## src/rtl/spi_drv_arbiter.sv

```systemverilog
// spi_drv_arbiter
//   Shares one spi_drv core between N_REQ requesters using round-robin
//   arbitration. The winner's command is latched and launched with a single
//   start_cmd pulse. The arbiter then follows the spi_drv_rdy busy/idle
//   handshake and returns the received word together with a one-cycle done
//   strobe to the requester that owned the transfer.
//
// Ports
//   clk, rst        system clock; synchronous active-high reset
//   req             per-requester level request, held until done
//   req_n_clks      packed bit counts, slice i = [i*CW +: CW]
//   req_tx_data     packed tx words, slice i = [i*SPI_MAXLEN +: SPI_MAXLEN]
//   done            one-hot, one-cycle completion strobe
//   err             valid with done: command rejected or core never started
//   rx_data         valid with done: captured rx_miso (0 on err)
//   grant_id        index of the current or last granted requester
//   cs_sel          one-hot slave select for the top-level SS_N routing
//   spi_start_cmd   one-cycle start pulse to spi_drv
//   spi_n_clks      latched bit count to spi_drv
//   spi_tx_data     latched tx word to spi_drv
//   spi_rdy         spi_drv idle indication (1 = idle)
//   spi_rx_miso     spi_drv received word

module spi_drv_arbiter #(
   parameter int N_REQ         = 4,
   parameter int SPI_MAXLEN    = 8,
   parameter int START_TIMEOUT = 16,
   localparam int CW = $clog2(SPI_MAXLEN) + 1,
   localparam int IW = $clog2(N_REQ)
) (
   input  logic                          clk,
   input  logic                          rst,
   input  logic [N_REQ-1:0]              req,
   input  logic [N_REQ*CW-1:0]           req_n_clks,
   input  logic [N_REQ*SPI_MAXLEN-1:0]   req_tx_data,
   output logic [N_REQ-1:0]              done,
   output logic                          err,
   output logic [SPI_MAXLEN-1:0]         rx_data,
   output logic [IW-1:0]                 grant_id,
   output logic [N_REQ-1:0]              cs_sel,
   output logic                          spi_start_cmd,
   output logic [CW-1:0]                 spi_n_clks,
   output logic [SPI_MAXLEN-1:0]         spi_tx_data,
   input  logic                          spi_rdy,
   input  logic [SPI_MAXLEN-1:0]         spi_rx_miso
);

   localparam int TW = $clog2(START_TIMEOUT) + 1;

   typedef enum logic [2:0] {
      IDLE,
      LAUNCH,
      WAIT_BUSY,
      WAIT_DONE,
      RESP
   } state_t;

   state_t                state;
   state_t                state_next;
   logic [IW-1:0]         rr_ptr;
   logic [TW-1:0]         tmo_cnt;
   logic [IW-1:0]         win_id;
   logic [IW-1:0]         scan_idx;
   logic                  win_found;
   logic [CW-1:0]         win_n_clks;
   logic [SPI_MAXLEN-1:0] win_tx_data;
   logic                  win_valid;
   logic                  arb_go;
   logic                  timeout_hit;

   // Round-robin search. The loop walks from the farthest offset back to
   // rr_ptr itself so the last hit written is the closest requester at or
   // after the pointer, which gives the round-robin priority order.
   always_comb begin
      win_found = 1'b0;
      win_id    = '0;
      scan_idx  = '0;
      for (int k = N_REQ - 1; k >= 0; k--) begin
         scan_idx = IW'((int'(rr_ptr) + k) % N_REQ);
         if (req[scan_idx]) begin
            win_found = 1'b1;
            win_id    = scan_idx;
         end
      end
   end

   // Command of the current winner plus the qualifiers shared by the
   // next-state logic and the datapath registers.
   always_comb begin
      win_n_clks  = req_n_clks[int'(win_id) * CW +: CW];
      win_tx_data = req_tx_data[int'(win_id) * SPI_MAXLEN +: SPI_MAXLEN];
      win_valid   = (win_n_clks != '0) && (win_n_clks <= CW'(SPI_MAXLEN));
      arb_go      = (state == IDLE) && spi_rdy && win_found;
      // The counter holds the number of WAIT_BUSY cycles already spent with
      // spi_rdy high; reaching START_TIMEOUT-1 on this cycle means done
      // lands exactly START_TIMEOUT cycles after the start pulse.
      timeout_hit = (state == WAIT_BUSY) && spi_rdy &&
                    (tmo_cnt == TW'(START_TIMEOUT - 2));
   end

   // State register.
   always_ff @(posedge clk) begin
      if (rst) begin
         state <= IDLE;
      end else begin
         state <= state_next;
      end
   end

   // Next-state logic. A rejected command skips the core entirely and goes
   // straight to the response cycle.
   always_comb begin
      state_next = state;
      case (state)
         IDLE: begin
            if (arb_go) begin
               state_next = win_valid ? LAUNCH : RESP;
            end
         end
         LAUNCH:    state_next = WAIT_BUSY;
         WAIT_BUSY: begin
            if (!spi_rdy) begin
               state_next = WAIT_DONE;
            end else if (timeout_hit) begin
               state_next = RESP;
            end
         end
         WAIT_DONE: begin
            if (spi_rdy) begin
               state_next = RESP;
            end
         end
         RESP:      state_next = IDLE;
         default:   state_next = IDLE;
      endcase
   end

   // Strobe outputs are decoded straight from the state so they are exactly
   // one cycle wide and drop to zero as soon as reset forces IDLE.
   always_comb begin
      done          = '0;
      spi_start_cmd = 1'b0;
      if (state == RESP) begin
         done[grant_id] = 1'b1;
      end
      if (state == LAUNCH) begin
         spi_start_cmd = 1'b1;
      end
   end

   // Datapath registers: latched command, slave select, result and the
   // round-robin pointer. The command is captured only at grant time so
   // later changes on the requester side cannot disturb a running transfer.
   always_ff @(posedge clk) begin
      if (rst) begin
         grant_id    <= '0;
         spi_n_clks  <= '0;
         spi_tx_data <= '0;
         cs_sel      <= '0;
         err         <= 1'b0;
         rx_data     <= '0;
         rr_ptr      <= '0;
         tmo_cnt     <= '0;
      end else begin
         case (state)
            IDLE: begin
               if (arb_go) begin
                  grant_id    <= win_id;
                  spi_n_clks  <= win_n_clks;
                  spi_tx_data <= win_tx_data;
                  if (win_valid) begin
                     cs_sel <= N_REQ'(1) << win_id;
                  end else begin
                     err     <= 1'b1;
                     rx_data <= '0;
                  end
               end
            end
            LAUNCH: begin
               tmo_cnt <= '0;
            end
            WAIT_BUSY: begin
               if (timeout_hit) begin
                  err     <= 1'b1;
                  rx_data <= '0;
               end else if (spi_rdy) begin
                  tmo_cnt <= tmo_cnt + 1'b1;
               end
            end
            WAIT_DONE: begin
               if (spi_rdy) begin
                  rx_data <= spi_rx_miso;
                  err     <= 1'b0;
               end
            end
            RESP: begin
               cs_sel <= '0;
               rr_ptr <= (grant_id == IW'(N_REQ - 1)) ? '0 : grant_id + 1'b1;
            end
            default: begin
               cs_sel <= '0;
            end
         endcase
      end
   end

endmodule
```

## config.mk

```make
export PLATFORM = sky130hd
export DESIGN_NAME = spi_drv_arbiter
export DESIGN_NICKNAME = d
export VERILOG_FILES = /design/src/rtl/spi_drv_arbiter.sv
export SDC_FILE = /design/constraint.sdc
export NUM_CORES = 1
export LEC_CHECK = 0
export ABC_AREA = 1
export CAP_MARGIN = 20
export CORE_UTILIZATION = 45
export DETAILED_ROUTE_END_ITERATION = 10
export GPL_TIMING_DRIVEN = 0
export HOLD_SLACK_MARGIN = 0.03
export PLACE_DENSITY_LB_ADDON = 0.1
export SYNTH_ARGS = -nofsm -noshare
export SYNTH_HDL_FRONTEND = slang
export SYNTH_SLANG_ARGS = --single-unit
```

## constraint.sdc

```tcl
create_clock -name clk -period 3 [get_ports clk]
set_clock_uncertainty 0.2 [all_clocks]
set_input_delay 0.45 -clock clk [delete_from_list [all_inputs] [get_ports clk]]
set_output_delay 0.45 -clock clk [all_outputs]
set_load 0.1 [all_outputs]
```

==> results.sh, run 1 <==
export IMPL_status="complete, no violations"
export IMPL_drt_wl_total_um=7340
export IMPL_p_sw_uw=2660
export IMPL_rrSetupSlack_ns=0.32
export IMPL_hold_depth=2
export IMPL_dp_hpwl_um=5310
export IMPL_syn_area_per_cell_um2=6.75
export IMPL_p_per_area_mw_per_mm2=1260
export IMPL_slowest_delay_ns=1.19
export IMPL_start_util_pct=47.7
export IMPL_syn_inst=370
export IMPL_grt_pass1_vias=2786
export IMPL_numPortBuffers=94
export IMPL_grt_antenna_before_repair=0
export IMPL_grt_pass1_wl_um=12200
export IMPL_crit_reg2reg_launch="rr_ptr[1]"
export IMPL_reg2regPathDepth=19
export IMPL_synth_flop_cell="dfxtp_1"
export IMPL_overflow=0
export IMPL_root_buffer="clkbuf_8"
export IMPL_cell_internal_pwr_uw=2060
export IMPL_ir_drop_v=0.000661
export IMPL_rows=26
export IMPL_comb_power_share_pct=73.4
export IMPL_holdPathEnd="cs_sel[3]"
export IMPL_cts_clk_slew_worst_paths_ns=0.08
export IMPL_clock_path_buffers=2
export IMPL_swShare_pct=56.3
export IMPL_async_reset_ff_share_pct=0
export IMPL_ioPinCount=95
export IMPL_clk_latency_ns=0.30
export IMPL_worstPathArrival_ns=2.18
export IMPL_crit_buf_inv=1
export IMPL_hp_class="register to register"
export IMPL_layout_drive_gt1_share_pct=15.1
export IMPL_globalplace_congestion=0.850
export IMPL_ys_ff_latch=37
export IMPL_fin_tns_setup_ns=0
export IMPL_synth_edf_count=0
export IMPL_setup_violations_final=0
export IMPL_cap_violations=0
export IMPL_crit_fanout=5
export IMPL_p_seq_share_pct=15.6
export IMPL_rr_endpoint="rx_data[3]"
export IMPL_finalCriticalPeriod_ns=2.83
export IMPL_die_x_um=76.5
export IMPL_synth_warnings=0
export IMPL_p_leak_uw=0.00163
export IMPL_slew_violations=0
export IMPL_required_ns=2.35
export IMPL_drt_antenna_violating_nets=0
export IMPL_min_from="cs_sel[3]"
export IMPL_mostFrequentLayoutCell="nand2_1"
export IMPL_worstSetupPathType="register to primary output"
export IMPL_synth_seq_area_share_pct=29.6
export IMPL_wire_per_inst_um=13.4
export IMPL_crit_path_cell_trace="nor3_2 > clkdlybuf4s50_1"
export IMPL_core_area_mm2=0.00524
export IMPL_totalPowerFinal_uw=4720
export IMPL_netlist_area_mm2=0.00250
export IMPL_relSlewSlack_pct=32.4
export IMPL_crit_path_end_kind="primary output"
export IMPL_numCtsBuffers=5
export IMPL_fillers=472
export IMPL_yosys_cell_types_count=39
export IMPL_clkPwrFrac_pct=11.0
export IMPL_fin_nets=544
export IMPL_via_count=2885
export IMPL_place_inst=534
export IMPL_grt_usage_pct=25.8
export IMPL_worstSetupStartpointType="register"
export IMPL_die_area_mm2=0.00585
export IMPL_syn_nets=439
export IMPL_post_route_util_pct=71.6
export IMPL_cts_tree="yes"
export IMPL_cp_slowest_cell="clkdlybuf4s50_1"
export IMPL_areaGrowthSynthToFinish_pct=50.1
export IMPL_layout_common_cells="93 x nand2_1, 90 x clkdlybuf4s50_1, 39 x nand3_1, 37 x dfxtp_1, 33 x inv_1"
export IMPL_min_period_over_period_pct=94.3
export IMPL_drtIter0Drc=135
export IMPL_hold_viol=0
export IMPL_cts_sinks=37
export IMPL_vias_per_cell=5.28
export IMPL_max_freq_mhz=354
export IMPL_grt_max_degree=13
export IMPL_layout_cells_non_filler=546
export IMPL_die_h_um=76.5
export IMPL_route_detailed_drc=0
export IMPL_htree_levels=2
export IMPL_hold_slack_ns=0.274
export IMPL_diodes=0
export IMPL_cp_top_family="buffers and inverters"
export IMPL_worst_pin_slew_ns=1.01
export IMPL_drt_pass1_iterations=5
==> kinds of logic (layout without fill, tap and decap cells) <==
kind of cell | Yosys count | in the layout | synth area share, %
compound gates | 63 | 63 | 17.0
xor+xnor | 2 | 2 | 1.00
fa+ha+maj | 6 | 6 | 3.00
buf+inv | 56 | 161 | 10.2
flops | 37 | 37 | 29.6
simple gates | 206 | 207 | 39.1
==> worst min-delay path, cell delays in order, from the launching register on <==
cell	delay [ns]
dfxtp_1	0.32
nand2_1	0.06
a21oi_1	0.05
==> power by group through the flow <==
stage | combinational (uW) | clock, uW | sequential [uW]
after detailed placement | 3220 | 0 | 743
after global placement | 3180 | 0 | 740
after floorplan | 1680 | 0 | 1580
after global routing | 3730 | 545 | 753
final | 3470 | 520 | 737
after CTS | 3270 | 519 | 734
==> worst max-delay path by stage <==
stage / start / to / slack (ns) / cells after the start
after global placement: req[2] / rx_data[4] / -0.17 / 11
after detailed placement: req[2] / rx_data[2] / -0.21 / 11
after global routing: req[3] / rx_data[3] / -0.0008 / 19
after CTS: req[2] / rx_data[3] / 0.12 / 20
final: state[1] / spi_start_cmd / 0.17 / 2
after floorplan: grant_id[0] / done[0] / 0.0002 / 4
==> flip-flops by register name, indices dropped and copies added (netlist names) <==
| name | flops |
|---|---|
| spi_n_clks | 4 |
| rx_data | 8 |
| spi_tx_data | 8 |
| tmo_cnt | 5 |
| state | 3 |
| rr_ptr | 2 |
| grant_id | 2 |
| cs_sel | 4 |
| err | 1 |
==> cell type report <==
type | count | area [um2] | share of cell area (%)
buffer | 17 | 115 | 3.07
clock buffer | 5 | 68.8 | 1.84
clock inverter | 3 | 65.1 | 1.74
inverter | 39 | 146 | 3.90
multi-input combinational | 278 | 1560 | 41.5
sequential | 37 | 741 | 19.8
tap | 70 | 87.6 | 2.34
timing repair buffer | 97 | 971 | 25.9
==> Yosys cell counts, types with 6 or more instances <==
master	number	share of area (%)
a21oi_1	14	2.8
a21oi_2	9	3.2
a22oi_1	8	2.4
a41oi_1	8	2.8
clkbuf_1	7	1.1
dfxtp_1	37	30
ha_1	6	3.0
inv_1	33	5.0
inv_2	6	0.90
nand2_1	94	14
nand2_2	9	2.3
nand3_1	39	7.8
nand4_1	8	2.0
nor2_1	33	5.0
o21ai_0	14	2.8
==> per-layer routing <==
metal | up-vias | global-route usage (%) | share of wire, %
met5 | - | 0 | 0
met4 | 0 | 8.65 | 1.6
met3 | 13 | 7.54 | 7.1
met2 | 89 | 46.5 | 50
met1 | 1342 | 28.9 | 41
li1 | 1441 | - | -
==> stage by stage <==
step                instance area [um2]  setup slack (ns)
global route                       3750         -0.000794
global placement                   3540            -0.172
detailed placement                 3540            -0.211
CTS                                3670             0.119
floorplan                          2510          0.000151
finish                             3750             0.172
==> timing repair <==
item                       CTS  global route
setup endpoints to repair    5            10
pin swaps                    0             1
resized for setup            5             9
hold buffers                 0             0
gates cloned                 0             1
setup buffers                0             3
(Power assumes the default switching activity.)
==> run 2: changes to the inputs <==
- CORE_UTILIZATION: 45 -> 40
- clock period: 3 -> 2.55 ns (I/O delays scaled with it)
==> run 2 against run 1 <==
Clock power shrank 15%. Global-route usage fell by 1.9 points. Non-clock buffer count is 34 higher. The run now ends with negative setup slack left. Largest cell class unchanged. Worst hold slack better by 0.0044 ns. Flip-flop and latch count is the same. Sequential share of layout area down 2.0 points. Die area increased by 12%. Clock-buffer cell count is 1 higher. Register-to-register slack lost 0.42 ns.
==> results.sh, run 2 (synthesis results as in run 1) <==
export IMPL_cts_tree="yes"
export IMPL_min_period_over_period_pct=104
export IMPL_violations="negative setup slack"
export IMPL_via_count=3035
export IMPL_max_freq_mhz=378
export IMPL_swShare_pct=54.4
export IMPL_grt_pass1_wl_um=12400
export IMPL_reg_largest_list="rx_data x8, spi_tx_data x8, tmo_cnt x5"
export IMPL_crit_fanout=5
export IMPL_drt_pass1_iterations=5
export IMPL_diodes=0
export IMPL_cts_clk_slew_worst_paths_ns=0.08
export IMPL_wire_per_inst_um=13.9
export IMPL_numCtsBuffers=5
export IMPL_setup_violations_final=11
export IMPL_cts_hold_buf=0
export IMPL_drt_antenna_violating_nets=0
export IMPL_dp_hpwl_um=5310
export IMPL_crit_path_cell_trace="buf_6 > o21ai_2 > nand2_2 > nand2_2 > inv_4 > nand2_4 > nand2_4 > buf_6 > nand4_1 > nand2_2 > nor2_4 > nand3_2 > nand2_2 > nand3_4 > buf_12 > buf_16 > nand3_1 > nand2_1 > nor2_1"
export IMPL_slowest_delay_ns=0.37
export IMPL_drtIter0Drc=161
export IMPL_fillers=496
export IMPL_layout_drive_gt1_share_pct=27.5
export IMPL_critPathMostFrequentCell="nand2_2"
export IMPL_use_met1_pct=28.5
export IMPL_globalplace_congestion=0.894
export IMPL_required_ns=2.58
export IMPL_grt_antenna_before_repair=0
export IMPL_relSlewSlack_pct=31.7
export IMPL_multi_input_area_mm2=0.00173
export IMPL_rsz0062_at_grt="yes"
export IMPL_vias_per_cell=5.20
export IMPL_crit_path_end_kind="register"
export IMPL_drt_wl_total_um=8120
export IMPL_root_buffer="clkbuf_8"
export IMPL_cell_internal_pwr_uw=2890
export IMPL_cp_slowest_cell="dfxtp_4"
export IMPL_finalCriticalPeriod_ns=2.65
export IMPL_layout_common_cells="85 x clkdlybuf4s50_1, 80 x nand2_1, 35 x dfxtp_1, 34 x nand3_1, 31 x inv_1"
export IMPL_grt_max_degree=13
export IMPL_ioPinCount=95
export IMPL_worstSetupStartpointType="register"
export IMPL_top_usage_layer="met2"
export IMPL_areaGrowthSynthToFinish_pct=69.0
export IMPL_core_area_mm2=0.00596
export IMPL_clk_latency_ns=0.29
export IMPL_crit_buf_inv=5
export IMPL_ir_drop_v=0.000868
export IMPL_clkPwrFrac_pct=7.0
export IMPL_worstSetupPathType="register to register"
export IMPL_p_sw_uw=3450
export IMPL_die_area_mm2=0.00657
export IMPL_fin_nets=577
export IMPL_grt_pass1_vias=2815
export IMPL_setup_ws_ns=-0.0986
export IMPL_start_util_pct=42.0
export IMPL_mostFrequentLayoutCell="clkdlybuf4s50_1"
export IMPL_cts_sinks=37
export IMPL_clock_path_buffers=2
export IMPL_cap_violations=0
export IMPL_overflow=0
export IMPL_post_route_util_pct=70.9
export IMPL_p_per_area_mw_per_mm2=1500
export IMPL_place_ws_ns=-0.633
export IMPL_die_h_um=81.0
export IMPL_p_leak_uw=0.00184
export IMPL_gr_usage_met2_pct=44.4
export IMPL_cp_top_family="simple AND/OR/NAND/NOR gates"
export IMPL_worst_pin_slew_ns=1.02
export IMPL_status="finished with violations"
export IMPL_rows=28
export IMPL_grt_usage_pct=24.0
export IMPL_hold_viol=0
export IMPL_route_detailed_drc=0
export IMPL_die_x_um=81.0
export IMPL_seq_area_um2=748
export IMPL_numPortBuffers=94
export IMPL_worstPathArrival_ns=2.68
export IMPL_p_seq_share_pct=13.9
export IMPL_gr_usage_met3_pct=4.83
export IMPL_hp_class="register to register"
export IMPL_slew_violations=0
export IMPL_comb_power_share_pct=79.2
export IMPL_htree_levels=2
==> run 2: cell count changes in the layout (fill, tap and decap cells not counted), moves of 3 or more <==
cell,previous run,this run
nand2_4,2,8
buf_4,4,28
nor2_1,28,24
nand3_2,4,8
clkdlybuf4s15_2,0,4
nand3_1,39,34
nor2_4,4,7
clkdlybuf4s50_1,90,85
buf_6,4,10
nand2_1,93,80
nand2_2,11,16
==> run 2: final timing paths <==
path | from | end | slack [ns] | cells past startpoint
hold reg to reg | cs_sel[0] | cs_sel[0] | 0.28 | 2
hold / removal | cs_sel[0] | cs_sel[0] | 0.28 | 2
setup reg to reg | rr_ptr[0] | rx_data[1] | -0.1 | 19
setup / recovery | rr_ptr[0] | rx_data[1] | -0.1 | 19
==> run 2: area by class of cell <==
cell class / instances / area share [%]
well taps: 75 / 2.22
flip-flops and latches: 37 / 17.7
plain buffers: 17 / 3.14
clock inverters: 2 / 0.326
inverters: 39 / 3.59
multi-input cells: 277 / 40.9
repair buffers: 131 / 30.2
clock buffers: 6 / 1.96
==> run 2: timing repair <==
item	in CTS	in global routing
setup buffers	20	13
endpoints found under the setup margin	24	22
pin swaps	18	20
gates resized for setup	45	44
gates cloned	3	3
==> run 2: stage by stage <==
step / power [uW] / hold slack (ns) / area [um2] / std cells / setup TNS (ns)
detailed placement: 4680 / 0.255 / 3560 / 539 / -11.93
CTS: 6020 / 0.269 / 3990 / 570 / -0.0140
global placement: 4640 / 0.252 / 3560 / 539 / -10.72
finish: 6340 / 0.278 / 4220 / 584 / -0.697
global route: 6730 / 0.299 / 4220 / 584 / -2.98
floorplan: 3860 / 0.272 / 2530 / 370 / -0.0912
==> run 2: per-layer routing <==
layer / share of wire, % / vias to the layer above
li1: - / 1509
met1: 42 / 1396
met2: 50 / 114
met3: 6.4 / 16
met4: 1.8 / 0
met5: 0 / -
==> run 2: worst min-delay path, cell delays in order, from the launching register on <==
cell     delay, ns
dfxtp_1       0.32
nand2_1       0.06
a21oi_1       0.05
==> run 2: power by group through the flow <==
stage | Combinational (uW) | Clock [uW] | Sequential [uW]
after floorplan | 1990 | 0 | 1860
after global placement | 3770 | 0 | 870
after CTS | 4700 | 450 | 870
after detailed placement | 3800 | 0 | 874
after global routing | 5350 | 475 | 900
final | 5020 | 443 | 879
